[config.mk]
export PLATFORM = sky130hd
export DESIGN_NAME = uart_rx
export DESIGN_NICKNAME = d
export VERILOG_FILES = /design/src/rtl/uart_rx.sv
export SDC_FILE = /design/constraint.sdc
export NUM_CORES = 1
export LEC_CHECK = 0
export CORE_AREA = 2 2 84 86
export CTS_CLUSTER_DIAMETER = 150
export DETAILED_ROUTE_END_ITERATION = 8
export DIE_AREA = 0 0 86 88
export HOLD_SLACK_MARGIN = 0.12
export MAX_ROUTING_LAYER = met4
export PLACE_DENSITY_LB_ADDON = 0.15
export SLEW_MARGIN = 20
export SYNTH_ARGS = -nofsm -noshare
export SYNTH_HDL_FRONTEND = slang
export SYNTH_SLANG_ARGS = --single-unit
[constraint.sdc]
create_clock -name clock -period 1.7 [get_ports clock]
set_input_delay 0.34 -clock clock [delete_from_list [all_inputs] [get_ports clock]]
set_output_delay 0.34 -clock clock [all_outputs]
set_load 0.005 [all_outputs]
[src/rtl/uart_rx.sv]
// uart_rx: 8N1 UART receiver, MSB-first, mid-bit sampling off a 2-flop synchronizer.
`timescale 1ns/100ps
module uart_rx #(
    parameter int CLKS_PER_BIT = 434,
    parameter int CNT_W        = 16
) (
    input  logic             clock,
    input  logic             clr,
    input  logic             rx,
    output logic [7:0]       data,
    output logic [CNT_W-1:0] realCounter
);

    typedef enum logic [1:0] {IDLE, START, DATA, STOP} state_t;

    localparam logic [CNT_W-1:0] BIT_LAST  = CNT_W'(CLKS_PER_BIT - 1);
    localparam logic [CNT_W-1:0] HALF_LAST = CNT_W'(CLKS_PER_BIT / 2 - 1);

    state_t           state, state_n;
    logic [CNT_W-1:0] cnt, cnt_n;
    logic [2:0]       idx, idx_n;
    logic [7:0]       shift, shift_n;
    logic [7:0]       data_n;
    logic [1:0]       rx_pipe;   // [0] metastable stage, [1] usable rx_s
    logic             rx_s;

    assign rx_s        = rx_pipe[1];
    assign realCounter = cnt;

    // Two-flop synchronizer; presets to idle-high so reset never looks like a start bit.
    always_ff @(posedge clock or negedge clr) begin
        if (!clr) rx_pipe <= 2'b11;
        else      rx_pipe <= {rx_pipe[0], rx};
    end

    // State and datapath registers; reset aborts any frame in progress.
    always_ff @(posedge clock or negedge clr) begin
        if (!clr) begin
            state <= IDLE;
            cnt   <= '0;
            idx   <= '0;
            shift <= '0;
            data  <= '0;
        end else begin
            state <= state_n;
            cnt   <= cnt_n;
            idx   <= idx_n;
            shift <= shift_n;
            data  <= data_n;
        end
    end

    // Next-state: half-bit wait to centre on the start bit, then full-bit steps.
    always_comb begin
        state_n = state;
        cnt_n   = cnt;
        idx_n   = idx;
        shift_n = shift;
        data_n  = data;
        case (state)
            IDLE: begin
                cnt_n = '0;
                if (!rx_s) state_n = START;
            end
            START: begin
                if (cnt == HALF_LAST) begin
                    cnt_n = '0;
                    idx_n = '0;
                    // A line that is high again at mid start bit was only a glitch.
                    state_n = rx_s ? IDLE : DATA;
                end else begin
                    cnt_n = cnt + 1'b1;
                end
            end
            DATA: begin
                if (cnt == BIT_LAST) begin
                    cnt_n   = '0;
                    shift_n = {shift[6:0], rx_s};
                    idx_n   = idx + 1'b1;
                    if (idx == 3'd7) state_n = STOP;
                end else begin
                    cnt_n = cnt + 1'b1;
                end
            end
            STOP: begin
                // Stop-bit level is deliberately ignored; the byte is loaded regardless.
                if (cnt == BIT_LAST) begin
                    cnt_n   = '0;
                    data_n  = shift;
                    state_n = IDLE;
                end else begin
                    cnt_n = cnt + 1'b1;
                end
            end
            default: begin
                state_n = IDLE;
                cnt_n   = '0;
            end
        endcase
    end

endmodule

Yosys cells after proc, flatten, opt, wreduce, memory -nomap -nowiden
Cells that the tools add are included.
{ "op_classes": {"eq_ne": 11, "add_sub_neg": 2, "n_reduce_logical": 7, "mux": 13} }
{ "ops": {"columns": ["cell", "count"], "rows": [
  ["$pmux W16 S3", 1],
  ["$mux W16", 2],
  ["$add A16 B1 Y16 const B", 1],
  ["$eq A16 B8 Y1 const B", 1],
  ["$eq A16 B9 Y1 const B", 1],
  ["$mux W2", 6],
  ["$ne A2 B2 Y1 const B", 5],
  ["$pmux W2 S4", 1],
  ["$mux W3", 2],
  ["$pmux W3 S2", 1],
  ["$reduce_and A5 Y1", 1],
  ["$eq A2 B2 Y1 const B", 2],
  ["$reduce_and A2 Y1", 2],
  ["$add A3 B1 Y3 const B", 1],
  ["$eq A3 B3 Y1 const B", 1],
  ["$reduce_and A3 Y1", 1],
  ["$eq A2 B1 Y1 const B", 1],
  ["$logic_not A2 Y1", 1],
  ["$reduce_bool A2 Y1", 1],
  ["$reduce_or A2 Y1", 1]
]} }
{ "totals": {"ff_bits": 39, "input_bits": 3} }

Depth between registers and ports, before layout
{ "logic_depth": {"depth_word": 4, "ltp_mapped": 7} }

Worst setup path after synthesis
OpenSTA, ideal clock, no wires.
{ "synth_timing": {"path_type": "register to register", "from": "register cnt[11], in the netlist realCounter[11]", "to": "register shift[0]", "stages_incl_launch_ff": 5, "path_slack_ns": -0.111, "arrival_time_ns": 1.687, "n_path_buf": 0, "path_cell_list": "dfrtp_1 > nor4b_4 > nand3_4 > nor3_4 > mux2_2"} }
{ "synth_between": {"elab_chain_len": 2} }
{ "synth_lines": {"columns": ["item", "line_no", "text"], "rows": [
  ["start: declaration", "20", "logic [CNT_W-1:0] cnt, cnt_n;"],
  ["start signal: assignment", "46", "cnt <= cnt_n;"],
  ["$eq A16 B9 Y1", "76", "if (cnt == BIT_LAST) begin"],
  ["$reduce_and A2 Y1 (no source line)", null, null],
  ["end signal: assignment", "48", "shift <= shift_n;"],
  ["end: declaration", "22", "logic [7:0] shift, shift_n;"]
]} }
Every way passes these cells.
A chain may end at the register's enable or synchronous reset.

Final worst setup path
{ "layout_timing": {"from": "register cnt[1], in the netlist realCounter[1]", "to": "register shift[4]"} }
The elaborated chain is that of the path after synthesis.

==> summary.md <==
| Metric | Value |
|---|---|
| Outcome | `finished, violations left` |
| Violations in the final reports | `negative setup slack` |
| Final nets | `241` |
| Post-route setup TNS | `-0.873 ns` |
| Total wire length | `about 5000 µm` |
| Yosys reg bits | `39` |
| Relative slew slack | `between 60% and 70%` |
| Crit path max fanout | `8` |
| Slack of the critical path | `-0.0992 ns` |
| Layout Skew | `0.0102 ns` |
| Post-Synthesis Mean Instance Area | `between 10 and 15 µm²` |
| Hold slack | `between 0.3 and 0.4 ns` |
| Cells taking the most area after synthesis | `dfrtp_1 (48%), mux2_2 (9.3%), xnor2_1 (5.0%), a21oi_1 (3.9%), ha_1 (3.2%)` |
| First-pass GRT wire length | `just over 8000 µm` |
| Std-Cell Core Area | `0.00664 mm²` |
| Final worst-path cycle share | `106%` |
| Net count of the mapped netlist | `between 150 and 200` |
| Crit-path slowest cell | `dfrtp_1` |
| Die Outline Area | `~0.0076 mm²` |
| Count of vias placed by the detailed router | `approximately 1500` |
| Unrepaired setup endpoints after global routing | `true` |
| Die boundary width | `about 86 µm` |
| Synth cell types | `a little over 40` |
| Library cell with the highest instance count after synthesis | `dfrtp_1` |
| IO buf count | `26` |
| Yosys warning total | `0` |
| Class of the most critical setup path | `reg -> reg` |
| Share of the synthesized area in the top cell type | `between 40% and 50%` |
| Ys async rst share | `100%` |
| Clock network latency to the later pin of the worst-skew pair | `0.30 ns` |
| Fin. Hold Viols | `0` |
| Overall global routing resource usage | `between 10% and 20%` |
| Starting density of the core | `between 20% and 30%` |
| Data required time of the worst path | `1.88 ns` |
| DRC viols | `0` |
| Cell-by-cell listing of the critical path | `inv_2 > ha_4 > and4bb_2 > nand4_1 > nor3_4 > buf_12 > mux2_4` |
| Leak pwr | `approximately 1.3 nW` |
| Number of cell rows | `30` |
| Layout cells sized above 1 | `roughly 40%` |
| Mean number of vias per cell | `a little under 5` |
| Setup-failing EPs final | `24` |
| Primary FF master, synth | `dfrtp_1` |
| Path category of the worst min-delay check | `reg -> reg` |
| Overall Power | `about 1.6 mW` |
| Post-synthesis sequential area ratio | `approximately half` |
| Sinks on the clock net | `39` |
| Detailed-router iteration count before antenna repair | `4` |
| Cell accounting for the most synthesized area | `dfrtp_1` |
| Routed len/inst | `roughly 16 µm` |
| Largest net degree at the start of global routing | `40` |
| Layout overhead on the synthesized area | `47.3%` |
| Number of buffers added by the clock tree synthesis step | `5` |
| Maximum level of the CTS H-tree | `2` |
| Worst Setup Start Kind | `register` |
| Worst vdd rail ir drop | `about 0.3 mV` |
| Maximum root-to-sink buffer count | `2` |
| Total global routing overflow | `0` |
| Ports placed on the boundary | `27` |
| Slew Viols, Final | `0` |
| Worst EP arrival | `between 1.5 and 2 ns` |
| Top cell types by occurrence after synthesis | `dfrtp_1 (37), mux2_2 (16), a21oi_1 (15)` |
| Area of the mapped netlist | `between 0.0015 and 0.002 mm²` |
| Antenna violations before repair | `0` |
| Drt first-iter violations | `82` |
| Max-cap violations | `0` |
| Library cell used as clock root buffer | `clkbuf_8` |
| Critical Path Sink Type | `register` |
| Weighted congestion reported at the end of routability-driven placement | `0.802` |
| Via count of the first global-routing pass | `1576` |
| Final worst path period need | `around 1.8 ns` |
| Half-perimeter wire length of the detailed placement result | `3300 µm` |
| Achievable frequency | `0.556 GHz` |
| Die extent in y | `88 µm` |
| Maximum single-stage delay on the critical path | `between 0.3 and 0.4 ns` |
| CTS tree | `built` |
| Power per Cell Area | `around 560 mW/mm²` |
| Routed Antenna Nets | `0` |
| Synthesized instance count | `around 160` |
| Clock-pin slew reported for the worst setup and hold paths after clock tree synthesis | `about 0.08 ns` |
| Post-synth EDFFs | `0` |
| Slew @ Worst Pin | `approximately 0.53 ns` |
| Diode insertion count for antenna repair | `0` |
==> final timing paths <==
check | cells after the start | endpoint | start | slack [ns]
max reg2reg | 7 | shift[4] | realCounter[1] | -0.1
max | 7 | shift[4] | realCounter[1] | -0.1
min reg2reg | 0 | rx_pipe[1] | rx_pipe[0] | 0.36
min in group asynchronous | 3 | realCounter[15] | clr | 0.53
min | 0 | rx_pipe[1] | rx_pipe[0] | 0.36
max in group asynchronous | 3 | rx_pipe[1] | clr | 0.89
==> cell families after synthesis <==
group / count (synthesis) / share of synthesized area (%)
AOI/OAI and AO/OA: 26 / 9.01
adders and majority gates: 5 / 3.22
DFF: 39 / 50.3
and+or+nand+nor: 50 / 17.9
buffers and inverters: 13 / 3.93
muxes: 17 / 9.78
xor gates and xnor gates: 13 / 5.86
==> power by group <==
| part | total, mW | switching, mW | internal [mW] | leakage, nW |
|---|---|---|---|---|
| clock network | 0.636 | 0.350 | 0.286 | 0.0402 |
| logic | 0.0284 | 0.0192 | 0.00919 | 0.784 |
| registers | 0.933 | 0.00189 | 0.931 | 0.523 |
| total | 1.60 | 0.371 | 1.23 | 1.35 |
==> critical path, delay by kind of cell, from the launching register on <==
kind,cells,cell delay (ns)
simple gates,3,0.62
flops,1,0.39
mux,1,0.30
buf+inv,2,0.24
fa+ha+maj,1,0.12
==> layout make-up <==
cell class | count | area (µm²)
Clock buffer | 5 | 68.8
Clock inverter | 3 | 20.0
Fill cell | 628 | 3780
Inverter | 7 | 28.8
Multi-Input combinational cell | 112 | 1010
Sequential cell | 39 | 981
Tap cell | 80 | 100
Timing Repair Buffer | 68 | 657
==> per-stage QoR <==
stage	instance area [µm²]	utilization [%]	worst slack, ns	std cells
floorplan	1940	-	-0.108	163
global placement	2550	38.5	-0.142	297
detailed placement	2550	38.5	-0.195	297
CTS	2730	41.1	-0.0923	308
global route	2860	43.1	-0.190	314
finish	2860	43.1	-0.0992	314
==> registers in the layout (all words and copies together) (netlist names), named ones only <==
register / flops
rx_pipe: 2
shift: 8
realCounter: 16
data: 8
idx: 3
state: 1
==> routing by layer <==
metal | track usage [%] | share of wire (%) | routed length, µm | up-vias
met5 | - | 0 | 0 | -
met4 | 5.19 | 1.1 | 52 | 0
met3 | 3.20 | 2.6 | 126 | 4
met2 | 21.6 | 49 | 2390 | 16
met1 | 19.1 | 47 | 2300 | 791
li1 | - | - | - | 736
==> cells in the final DEF (no fill, tap or decap), types with 2 or more instances in the layout <==
cell,synthesis,layout
a21oi_1,15,15
and3_2,2,2
buf_12,0,4
buf_4,0,30
buf_6,2,7
clkbuf_8,1,5
clkdlybuf4s50_1,0,19
clkinvlp_4,0,2
dfrtp_1,37,35
dfrtp_2,0,2
dfstp_2,2,2
dlygate4sd2_1,0,2
dlymetal6s2s_1,0,4
ha_1,5,3
ha_4,0,2
inv_1,7,5
mux2_2,16,7
mux2_4,0,9
nand2_1,5,5
nand3_1,7,7
nand3_4,1,2
nand4_1,5,5
nand4b_1,2,2
nor2_1,4,4
nor3_1,5,3
nor3_2,1,2
nor3_4,1,2
nor4_1,4,2
nor4_2,0,2
o211ai_1,5,5
or3_1,4,3
xnor2_1,11,11
xor2_1,2,2
==> what timing repair did <==
action                                  4_1_cts  5_1_grt
gates cloned                                  0        1
hold buffers                                  1        0
pin swaps                                     3        5
gates resized for setup                      20       22
endpoints found under the setup margin       28       44
endpoints found under the hold margin        37        0
buffers inserted                              3        5
Note: power is estimated with default switching activity, not from simulation.
